<file path="src/rtl/regfile_writeback_ctrl_pkg.sv">
// Shared types and constants for the register-file writeback controller.
// Default widths describe a 32-entry, 32-bit register file.
package regfile_writeback_ctrl_pkg;

    localparam int DATA_W_DEF = 32;
    localparam int ADDR_W_DEF = 5;
    localparam int NUM_REGS   = 32;
    localparam int ZERO_REG   = 0;

    typedef struct packed {
        logic [ADDR_W_DEF-1:0] dest;
        logic [DATA_W_DEF-1:0] data;
    } wb_entry_t;

endpackage

</file>
<file path="src/rtl/regfile_writeback_ctrl_wb_write_queue.sv">
// Circular pending-write FIFO: two pushes (push0 older than push1) and one pop per cycle.
// Entries are exported oldest-first so the bypass can scan them in age order.
module wb_write_queue
    import regfile_writeback_ctrl_pkg::*;
#(
    parameter int DEPTH  = 4,
    parameter int DATA_W = DATA_W_DEF,
    parameter int ADDR_W = ADDR_W_DEF,
    localparam int CW    = $clog2(DEPTH + 1),
    localparam int PW    = $clog2(DEPTH)
) (
    input  logic              clk,
    input  logic              rst,
    input  logic              push0_valid,
    input  logic [ADDR_W-1:0] push0_reg,
    input  logic [DATA_W-1:0] push0_data,
    input  logic              push1_valid,
    input  logic [ADDR_W-1:0] push1_reg,
    input  logic [DATA_W-1:0] push1_data,
    input  logic              pop,
    output logic [CW-1:0]     count,
    output logic [ADDR_W-1:0] head_reg,
    output logic [DATA_W-1:0] head_data,
    output logic [DEPTH-1:0]  entry_valid,
    output logic [ADDR_W-1:0] entry_reg [DEPTH],
    output logic [DATA_W-1:0] entry_data [DEPTH]
);

    logic [ADDR_W-1:0] mem_reg  [DEPTH];
    logic [DATA_W-1:0] mem_data [DEPTH];
    logic [PW-1:0]     head;
    logic [PW-1:0]     tail;
    logic [PW-1:0]     tail_next;
    logic [CW-1:0]     push_n;

    assign push_n    = CW'(push0_valid) + CW'(push1_valid);
    assign tail_next = tail + PW'(1);

    always_ff @(posedge clk or posedge rst) begin
        if (rst) begin
            head  <= '0;
            tail  <= '0;
            count <= '0;
        end else begin
            if (pop) begin
                head <= head + PW'(1);
            end
            tail  <= tail + PW'(push_n);
            count <= count + push_n - CW'(pop);
        end
    end

    // Payload storage needs no reset: an entry is only observed while counted valid.
    always_ff @(posedge clk) begin
        if (push0_valid) begin
            mem_reg[tail]  <= push0_reg;
            mem_data[tail] <= push0_data;
        end
        if (push1_valid) begin
            mem_reg[push0_valid ? tail_next : tail]  <= push1_reg;
            mem_data[push0_valid ? tail_next : tail] <= push1_data;
        end
    end

    assign head_reg  = mem_reg[head];
    assign head_data = mem_data[head];

    always_comb begin
        for (int i = 0; i < DEPTH; i++) begin
            entry_valid[i] = (CW'(i) < count);
            entry_reg[i]   = mem_reg[head + PW'(i)];
            entry_data[i]  = mem_data[head + PW'(i)];
        end
    end

endmodule

</file>
<file path="src/rtl/regfile_writeback_ctrl.sv">
// Writeback arbiter for the register-file write port: queues ALU/load results,
// commits one per cycle through a registered write port, and forwards pending data to readers.
module regfile_writeback_ctrl
    import regfile_writeback_ctrl_pkg::*;
#(
    parameter int DEPTH  = 4,
    parameter int DATA_W = DATA_W_DEF,
    parameter int ADDR_W = ADDR_W_DEF,
    localparam int CW    = $clog2(DEPTH + 1)
) (
    input  logic              clk,
    input  logic              rst,
    input  logic              mem_wb_valid,
    input  logic [ADDR_W-1:0] mem_wb_reg,
    input  logic [DATA_W-1:0] mem_wb_data,
    output logic              mem_wb_ready,
    input  logic              alu_wb_valid,
    input  logic [ADDR_W-1:0] alu_wb_reg,
    input  logic [DATA_W-1:0] alu_wb_data,
    output logic              alu_wb_ready,
    output logic              rf_write_enable,
    output logic [ADDR_W-1:0] rf_write_reg,
    output logic [DATA_W-1:0] rf_write_data,
    input  logic [ADDR_W-1:0] rd_reg1,
    input  logic [ADDR_W-1:0] rd_reg2,
    output logic [ADDR_W-1:0] rf_read_reg1,
    output logic [ADDR_W-1:0] rf_read_reg2,
    input  logic [DATA_W-1:0] rf_read_data1,
    input  logic [DATA_W-1:0] rf_read_data2,
    output logic [DATA_W-1:0] rd_data1,
    output logic [DATA_W-1:0] rd_data2,
    output logic [CW-1:0]     pending_count
);

    logic [CW-1:0]     free;
    logic              mem_push;
    logic              alu_push;
    logic              pop;
    logic [ADDR_W-1:0] head_reg;
    logic [DATA_W-1:0] head_data;
    logic [DEPTH-1:0]  entry_valid;
    logic [ADDR_W-1:0] entry_reg  [DEPTH];
    logic [DATA_W-1:0] entry_data [DEPTH];

    // Handshake: a source transfers on any rising edge where its valid and ready are both 1.
    // Ready depends only on queue occupancy (and mem_wb_valid for the ALU), never on the
    // source's own valid; load requests claim the last free slot ahead of the ALU.
    assign free         = CW'(DEPTH) - pending_count;
    assign mem_wb_ready = (free != '0);
    assign alu_wb_ready = (free >= CW'(2)) || ((free == CW'(1)) && !mem_wb_valid);

    // Writes to the zero register complete the handshake but are discarded.
    assign mem_push = mem_wb_valid && mem_wb_ready && (mem_wb_reg != ADDR_W'(ZERO_REG));
    assign alu_push = alu_wb_valid && alu_wb_ready && (alu_wb_reg != ADDR_W'(ZERO_REG));
    assign pop      = (pending_count != '0);

    wb_write_queue #(
        .DEPTH (DEPTH),
        .DATA_W(DATA_W),
        .ADDR_W(ADDR_W)
    ) u_queue (
        .clk        (clk),
        .rst        (rst),
        .push0_valid(mem_push),
        .push0_reg  (mem_wb_reg),
        .push0_data (mem_wb_data),
        .push1_valid(alu_push),
        .push1_reg  (alu_wb_reg),
        .push1_data (alu_wb_data),
        .pop        (pop),
        .count      (pending_count),
        .head_reg   (head_reg),
        .head_data  (head_data),
        .entry_valid(entry_valid),
        .entry_reg  (entry_reg),
        .entry_data (entry_data)
    );

    always_ff @(posedge clk or posedge rst) begin
        if (rst) begin
            rf_write_enable <= 1'b0;
            rf_write_reg    <= '0;
            rf_write_data   <= '0;
        end else begin
            rf_write_enable <= pop;
            if (pop) begin
                rf_write_reg  <= head_reg;
                rf_write_data <= head_data;
            end
        end
    end

    assign rf_read_reg1 = rd_reg1;
    assign rf_read_reg2 = rd_reg2;

    logic [ADDR_W-1:0] port_reg [2];
    logic [DATA_W-1:0] port_raw [2];
    logic [DATA_W-1:0] port_out [2];

    assign port_reg[0] = rd_reg1;
    assign port_reg[1] = rd_reg2;
    assign port_raw[0] = rf_read_data1;
    assign port_raw[1] = rf_read_data2;

    // Later assignments override earlier ones, so the scan ends on the youngest match.
    always_comb begin
        for (int p = 0; p < 2; p++) begin
            port_out[p] = port_raw[p];
            if (rf_write_enable && (rf_write_reg == port_reg[p])) begin
                port_out[p] = rf_write_data;
            end
            for (int i = 0; i < DEPTH; i++) begin
                if (entry_valid[i] && (entry_reg[i] == port_reg[p])) begin
                    port_out[p] = entry_data[i];
                end
            end
            if (port_reg[p] == ADDR_W'(ZERO_REG)) begin
                port_out[p] = '0;
            end
        end
    end

    assign rd_data1 = port_out[0];
    assign rd_data2 = port_out[1];

endmodule

</file>
<file path="config.mk">
export PLATFORM = sky130hd
export DESIGN_NAME = regfile_writeback_ctrl
export DESIGN_NICKNAME = d
export VERILOG_FILES = /design/src/rtl/regfile_writeback_ctrl_pkg.sv /design/src/rtl/regfile_writeback_ctrl_wb_write_queue.sv /design/src/rtl/regfile_writeback_ctrl.sv
export SDC_FILE = /design/constraint.sdc
export NUM_CORES = 1
export LEC_CHECK = 0
export CORE_MARGIN = 2
export CORE_UTILIZATION = 30
export DETAILED_ROUTE_END_ITERATION = 6
export PLACE_DENSITY = 0.53
export SYNTH_ARGS = -nofsm -noshare
export SYNTH_HDL_FRONTEND = slang
export SYNTH_SLANG_ARGS = --single-unit
export TNS_END_PERCENT = 20
</file>
<file path="constraint.sdc">
create_clock -name clk -period 4.2 [get_ports clk]
set_input_delay 0.63 -clock clk [delete_from_list [all_inputs] [get_ports clk]]
set_output_delay 0.63 -clock clk [all_outputs]
set_load 0.03 [all_outputs]
</file>
==> results.py, run 1 <==
metrics = {
    "run_status": {
        "outcome": "finished, final reports clean",
    },
    "clock_network": {
        "cts_num_sinks": 193,
        "clock_latency_ns": 0.50,
        "htreeDepth": 4,
        "cts_tree": "built",
        "clk_path_buf_depth": 2,
        "cts_buffers": 17,
        "cts.clk_slew.worst_paths_ns": 0.07,
        "cts_root_buf": "sky130_fd_sc_hd__clkbuf_16",
    },
    "synthesis": {
        "ys_top_cells_by_area": "sky130_fd_sc_hd__edfxtp_1, sky130_fd_sc_hd__mux2_2, sky130_fd_sc_hd__mux2i_1",
        "synth.net_count": 1715,
        "ys_seq_elements": 193,
        "postSynth.asyncResetShare": 0.233,
        "netlist.top_cell.by_area": "sky130_fd_sc_hd__edfxtp_1",
        "yosys_warnings": 0,
        "synth.avg_cell_area_um2": 10.0,
        "synth_edf_count": 148,
        "synth_sequential_area_ratio": 0.359,
        "syn-instance-count": 1548,
        "yosys.cell_types.count": 53,
        "yosysTopAreaCellShare": 0.286,
        "post_synthesis_instance_area_um2": 15500,
        "synth-main-ff-cell": "sky130_fd_sc_hd__edfxtp_1",
    },
    "timing": {
        "period_needed_ns": 4.08,
        "final_clock_skew_ns": 0.0115,
        "tightestPinTransition_ns": 0.880,
        "fmax_ghz": 0.245,
        "setup_repair_after_global_routing_missed_its_margin": "yes",
        "final.setup.worst_slack_ns": 0.124,
        "max-slew-margin-rel": 0.414,
        "report.final.slew_viol_count": 0,
        "final.hold.worst_slack_ns": 0.544,
        "setup_total_negative_slack_ns": 0,
        "timing.final.setup_violations": 0,
        "final_hold_viol_count": 0,
        "final_min_period_over_clock_period": 0.970,
    },
    "placed_design": {
        "pre_cts_ws_ns": 0.0901,
        "placedCellCount": 2419,
        "final_gp_congestion": 0.894,
        "port_buffers": 268,
        "detailedPlacementHpwl_um": 40300,
    },
    "route": {
        "antenna_left": 0,
        "detailedRoute.firstPassIterationCount": 5,
        "drt-total-wl_um": 58800,
        "drc": 0,
        "drtIter0Drc": 1000,
        "vias": 13500,
        "routedWlPerCell_um": 23.9,
        "via_per_inst": 5.48,
    },
    "pwr": {
        "vdd_drop_max_mv": 0.457,
        "power.leakage_uw": 0.00744,
        "areal_power_density_over_the_cells_nw_per_um2": 846,
    },
    "flow_run": {
        "drv.max_cap_violation_count": 0,
    },
    "worst_setup_path": {
        "critPathLaunchType": "flop",
        "rr_startpoint": "u_queue.count[0]",
        "worst_r2r_endpoint": "u_queue.count[2]",
        "class_of_the_most_critical_setup_path": "flop to primary output",
        "critPathMaxFanout": 16,
        "timing.reg2reg.setup_slack_ns": 1.20,
        "timing.reg2reg.worst_path_depth": 11,
        "worst-endpoint-arrival_ns": 3.45,
        "endpoint_kind": "primary output",
        "cp.required_ns": 3.57,
    },
    "grt": {
        "first_pass_grt_wire_length_um": 85500,
        "gr-usage-all-layers": 0.214,
        "grt_antenna_before_repair": 2,
        "grt_pass1_vias": 13700,
        "grt_use_met1": 0.271,
        "grt_start_max_net_pins": 140,
        "met3_usage": 0.0407,
        "grtUsageMet2": 0.361,
        "grt_most_used_layer": "met2",
        "globalRouteOverflowTotal": 0,
    },
    "layout": {
        "layout_common_cells": "sky130_fd_sc_hd__mux2i_1, sky130_fd_sc_hd__clkdlybuf4s50_1, sky130_fd_sc_hd__mux2_2",
        "flip_flop_count_of_the_largest_register_after_layout": 128,
        "flow.area_growth_from_synthesis_pct": 28.9,
        "layout.cells.most_common": "sky130_fd_sc_hd__mux2i_1",
        "layout.filler_cells": 4989,
        "nNetsFinal": 1938,
        "final_util": 0.390,
        "post_route_cells_drive_above_1_share": 0.259,
        "stdcell_count": 2466,
    },
    "die": {
        "ioPinCount": 269,
        "core_region_area_um2": 51300,
        "die_area_um2": 53600,
        "fp.dieW_um": 232,
        "die_h_um": 232,
        "floorplan.rows": 83,
        "starting_density_of_the_core": 0.303,
    },
    "hold_path": {
        "hold_path.class": "flop to flop",
        "hold_depth": 2,
        "min-delay-start": "rf_write_data[17]",
        "worstHoldEndpoint": "rf_write_data[17]",
    },
}
-- logic make-up after synthesis --
family,share of synthesized area
AO/OA/AOI/OAI,0.139
XOR/XNOR,0.0338
adder cells (fa/ha/maj),0.0126
buffers and inverters,0.0543
flip-flops,0.359
multiplexers,0.303
AND/OR/NAND/NOR,0.0987
-- routing by layer --
metal	up-vias	wire length, µm
met1	6718	25500
met4	0	1670
li1	6198	-
met5	-	0
met3	90	3250
met2	502	28400
-- power by group --
part	switching, µW	internal, µW
logic	6910	4650
clock network	792	901
registers	573	3120
-- layout make-up --
class	count	area, µm²	share of cell area
Clock buffer	21	460	0.0230
Tap cell	680	851	0.0425
Timing Repair Buffer	350	3620	0.181
Antenna cell	2	5.00	0.000250
Multi-Input combinational cell	1188	9320	0.465
Clock inverter	11	114	0.00569
Inverter	21	81.3	0.00406
Sequential cell	193	5580	0.279
-- worst max-delay path, cell delays in order, from the launching register on --
cell	delay [ns]
sky130_fd_sc_hd__dfrtp_4	0.50
sky130_fd_sc_hd__buf_4	0.19
sky130_fd_sc_hd__mux2i_2	0.31
sky130_fd_sc_hd__o21ai_0	0.17
sky130_fd_sc_hd__a2111oi_2	0.29
sky130_fd_sc_hd__buf_4	0.19
sky130_fd_sc_hd__o2111ai_4	0.14
sky130_fd_sc_hd__nand2_1	0.15
sky130_fd_sc_hd__buf_12	0.18
sky130_fd_sc_hd__buf_4	0.25
sky130_fd_sc_hd__o221ai_1	0.15
sky130_fd_sc_hd__a21oi_1	0.23
sky130_fd_sc_hd__buf_4	0.21
-- per-stage QoR --
step           power [µW]  cell area, µm²
6_report            17000           20000
5_1_grt             17900           20000
4_1_cts             16800           19900
3_5_place_dp        14900           19100
3_3_place_gp        14800           19100
2_1_floorplan       10900           15500
-- how the worst max path moves through the flow --
stage | startpoint | to | depth (start not counted)
2_1_floorplan | u_queue.count[0] | u_queue.mem_data[3][0] | 12
3_3_place_gp | rd_reg2[2] | rd_data2[24] | 9
3_5_place_dp | rd_reg2[2] | rd_data2[13] | 11
4_1_cts | u_queue.head[1] | rd_data2[13] | 12
5_1_grt | u_queue.head[1] | rd_data1[14] | 12
6_report | u_queue.head[1] | rd_data2[13] | 12
-- synth_stat cells (2+ instances only) --
cell type	n
sky130_fd_sc_hd__a21oi_1	126
sky130_fd_sc_hd__o311a_1	2
sky130_fd_sc_hd__buf_4	13
sky130_fd_sc_hd__o22ai_2	20
sky130_fd_sc_hd__buf_6	13
sky130_fd_sc_hd__mux2i_1	210
sky130_fd_sc_hd__nor2_1	98
sky130_fd_sc_hd__o21ai_1	2
sky130_fd_sc_hd__mux2_2	201
sky130_fd_sc_hd__o21a_1	4
sky130_fd_sc_hd__dfrtp_1	45
sky130_fd_sc_hd__o221a_2	2
sky130_fd_sc_hd__o21ai_0	94
sky130_fd_sc_hd__nor3_1	61
sky130_fd_sc_hd__nor3b_1	2
sky130_fd_sc_hd__buf_2	56
sky130_fd_sc_hd__o211ai_1	7
sky130_fd_sc_hd__edfxtp_1	148
sky130_fd_sc_hd__nor2b_1	13
sky130_fd_sc_hd__a211oi_1	25
sky130_fd_sc_hd__o22ai_1	7
sky130_fd_sc_hd__a21o_1	3
sky130_fd_sc_hd__xnor2_1	40
sky130_fd_sc_hd__xor2_1	20
sky130_fd_sc_hd__nand3_1	8
sky130_fd_sc_hd__or3_1	3
sky130_fd_sc_hd__mux4_2	15
sky130_fd_sc_hd__o221a_1	3
sky130_fd_sc_hd__nand2_1	132
sky130_fd_sc_hd__ha_1	14
sky130_fd_sc_hd__inv_1	20
sky130_fd_sc_hd__and3_1	2
sky130_fd_sc_hd__buf_1	14
sky130_fd_sc_hd__nor4_1	4
sky130_fd_sc_hd__nand2b_1	3
sky130_fd_sc_hd__nand4_1	3
sky130_fd_sc_hd__and2_1	13
sky130_fd_sc_hd__o211a_1	5
sky130_fd_sc_hd__nor4_2	2
sky130_fd_sc_hd__o221ai_1	32
sky130_fd_sc_hd__a31oi_1	2
sky130_fd_sc_hd__clkbuf_1	50
-- timing repair --
action	4_1_cts	5_1_grt
pin swaps	0	2
gates cloned	0	1
hold buffers	0	0
gates resized for setup	7	23
buffers inserted	10	2
setup endpoints to repair	64	48
No activity file was read; power rests on OpenSTA's default activity.
==> run 2: changes to the inputs <==
--- a/config.mk
+++ b/config.mk
@@ -6,9 +6,10 @@
 export NUM_CORES = 1
 export LEC_CHECK = 0
 export CORE_MARGIN = 2
-export CORE_UTILIZATION = 30
+export CORE_UTILIZATION = 25
 export DETAILED_ROUTE_END_ITERATION = 6
-export PLACE_DENSITY = 0.53
+export GPL_ROUTABILITY_DRIVEN = 0
+export PLACE_DENSITY = 0.47
 export SYNTH_ARGS = -nofsm -noshare
 export SYNTH_HDL_FRONTEND = slang
 export SYNTH_SLANG_ARGS = --single-unit
==> run 2 against run 1 <==
Clock-buffer cell count fell by 3; non-clock buffer count rose by 3; clock skew is essentially flat; die area rose by 20%; design area rose by 1.5%; fmax shrank 0.37%; critical path type unchanged.
==> results.py, run 2 (same netlist as run 1, synthesis figures left out) <==
metrics = {
    "die": {
        "die_h_um": 253,
        "ioPinCount": 269,
        "core_region_area_um2": 61600,
        "die_area_um2": 64200,
        "fp.dieW_um": 253,
        "starting_density_of_the_core": 0.252,
        "floorplan.rows": 91,
    },
    "grt": {
        "globalRouteOverflowTotal": 0,
        "first_pass_grt_wire_length_um": 87500,
        "grt_antenna_before_repair": 1,
        "gr-usage-all-layers": 0.187,
        "grt_pass1_vias": 13300,
        "grt_start_max_net_pins": 129,
    },
    "timing": {
        "tightestPinTransition_ns": 0.980,
        "report.final.slew_viol_count": 0,
        "max-slew-margin-rel": 0.346,
        "final_clock_skew_ns": 0.0116,
        "final_min_period_over_clock_period": 0.974,
        "period_needed_ns": 4.09,
        "setup_repair_after_global_routing_missed_its_margin": "yes",
        "timing.final.setup_violations": 0,
        "final_hold_viol_count": 0,
        "setup_total_negative_slack_ns": 0,
        "fmax_ghz": 0.244,
    },
    "worst_setup_path": {
        "crit_path_max_incr_delay_ns": 0.51,
        "critPathMaxFanout": 8,
        "worst_path_max_delay_cell": "sky130_fd_sc_hd__dfrtp_4",
        "cp.required_ns": 3.57,
        "endpoint_kind": "primary output",
        "class_of_the_most_critical_setup_path": "flop to primary output",
        "critPathLaunchType": "flop",
        "worst-endpoint-arrival_ns": 3.46,
        "crit_path_cell_trace": "buf_12 > buf_6 > mux4_2 > xnor2_2 > nand4_1 > or2_4 > buf_4 > mux2i_1 > a21oi_1 > a21oi_1 > buf_4",
    },
    "layout": {
        "post_route_cells_drive_above_1_share": 0.269,
        "sequential_cell_area_in_the_final_layout_um2": 5580,
        "flow.area_growth_from_synthesis_pct": 30.8,
        "layout_common_cells": "sky130_fd_sc_hd__mux2i_1, sky130_fd_sc_hd__clkdlybuf4s50_1, sky130_fd_sc_hd__mux2_2",
        "final_util": 0.330,
        "flip_flop_count_of_the_largest_register_after_layout": 128,
        "layout.cells.most_common": "sky130_fd_sc_hd__mux2i_1",
        "nNetsFinal": 1941,
        "layout.filler_cells": 6330,
        "multi_input_area_um2": 9380,
    },
    "clock_network": {
        "cts.clk_slew.worst_paths_ns": 0.08,
        "cts_root_buf": "sky130_fd_sc_hd__clkbuf_16",
        "clk_path_buf_depth": 2,
        "cts_buffers": 17,
        "cts_num_sinks": 193,
        "cts_tree": "built",
        "cts-hold-fix-buffers": 0,
        "htreeDepth": 4,
        "clock_latency_ns": 0.50,
    },
    "run_status": {
        "outcome": "finished, final reports clean",
    },
    "route": {
        "antenna_left": 0,
        "routedWlPerCell_um": 22.8,
        "via_per_inst": 5.01,
        "drt-total-wl_um": 59900,
        "drc": 0,
        "vias": 13200,
        "detailedRoute.firstPassIterationCount": 5,
        "drtIter0Drc": 865,
    },
    "pwr": {
        "power.leakage_uw": 0.00748,
        "areal_power_density_over_the_cells_nw_per_um2": 835,
        "vdd_drop_max_mv": 0.463,
    },
    "placed_design": {
        "port_buffers": 268,
        "detailedPlacementHpwl_um": 42300,
    },
    "hold_path": {
        "hold_path.class": "flop to flop",
    },
    "flow_run": {
        "drv.max_cap_violation_count": 0,
    },
}
run 2: cell types whose count changed in the layout (fill, tap and decap cells not counted), sizes merged:
cell and delta:
buf +4, bufinv -1, clkbuf -4, clkdlybuf4s50 -1
clkinv -1, clkinvlp +1, diode -1, dlymetal6s2s +1
inv +4
run 2: routing by layer:
layer	routed length, µm	global-route usage	up-vias	share of wire
met5	0	0	-	0
met4	1190	0.0556	0	0.020
met3	2630	0.0346	65	0.044
met2	29100	0.315	385	0.49
met1	27000	0.243	6498	0.45
li1	-	-	6216	-
run 2: worst max-delay path: cells and delay by family (launching register included):
kind	cells	cell delay, ns
XOR/XNOR	1	0.14
flip-flops	1	0.51
buffers and inverters	4	0.67
AND/OR/NAND/NOR	2	0.65
multiplexers	2	0.65
AO/OA/AOI/OAI	2	0.32
run 2: per-stage QoR:
step / setup WS (ns) / area, µm² / total power [µW] / hold WS, ns / cells
after detailed placement: 0.0573 / 19400 / 15000 / 0.525 / 2579
after global routing: -0.0269 / 20300 / 18100 / 0.580 / 2625
after CTS: -0.0130 / 20200 / 17000 / 0.546 / 2621
after floorplan: 0.435 / 15500 / 10900 / 0.609 / 1548
final: 0.109 / 20300 / 17000 / 0.543 / 2625
after global placement: 0.0577 / 19400 / 15000 / 0.520 / 2579
run 2: worst paths after layout:
kind / slack, ns / end / start / cells after the start
min in group asynchronous: 0.67 / rf_write_reg[0] / rst / 2
worst min register to register: 0.54 / rf_write_data[26] / rf_write_data[26] / 2
worst min-delay path: 0.54 / rf_write_data[26] / rf_write_data[26] / 2
max in group asynchronous: 2.70 / rf_write_data[14] / rst / 3
worst max register to register: 1.09 / u_queue.mem_data[3][13] / u_queue.count[1] / 10
worst max-delay path: 0.11 / rd_data2[3] / u_queue.head[0] / 11
run 2: final cells by class:
class / count / share of cell area
clock buffer: 18 / 0.0216
sequential: 193 / 0.274
inverter: 21 / 0.00400
tap: 837 / 0.0515
antenna: 1 / 0.000123
clock inverter: 14 / 0.00653
multi-input combinational: 1188 / 0.462
timing repair buffer: 353 / 0.180
run 2: what timing repair did:
item,in CTS,in global routing
hold endpoints to repair,0,0
pin swaps,1,19
endpoints found under the setup margin,64,48
cloned,0,0
buffers inserted,10,3
resized for setup,15,35
run 2: where the power goes:
part,leakage [µW],total [µW],switching [µW],internal (µW)
clock network,0.000274,1710,864,841
logic,0.00531,11600,6860,4700
registers,0.00189,3700,582,3120
total,0.00748,17000,8310,8660
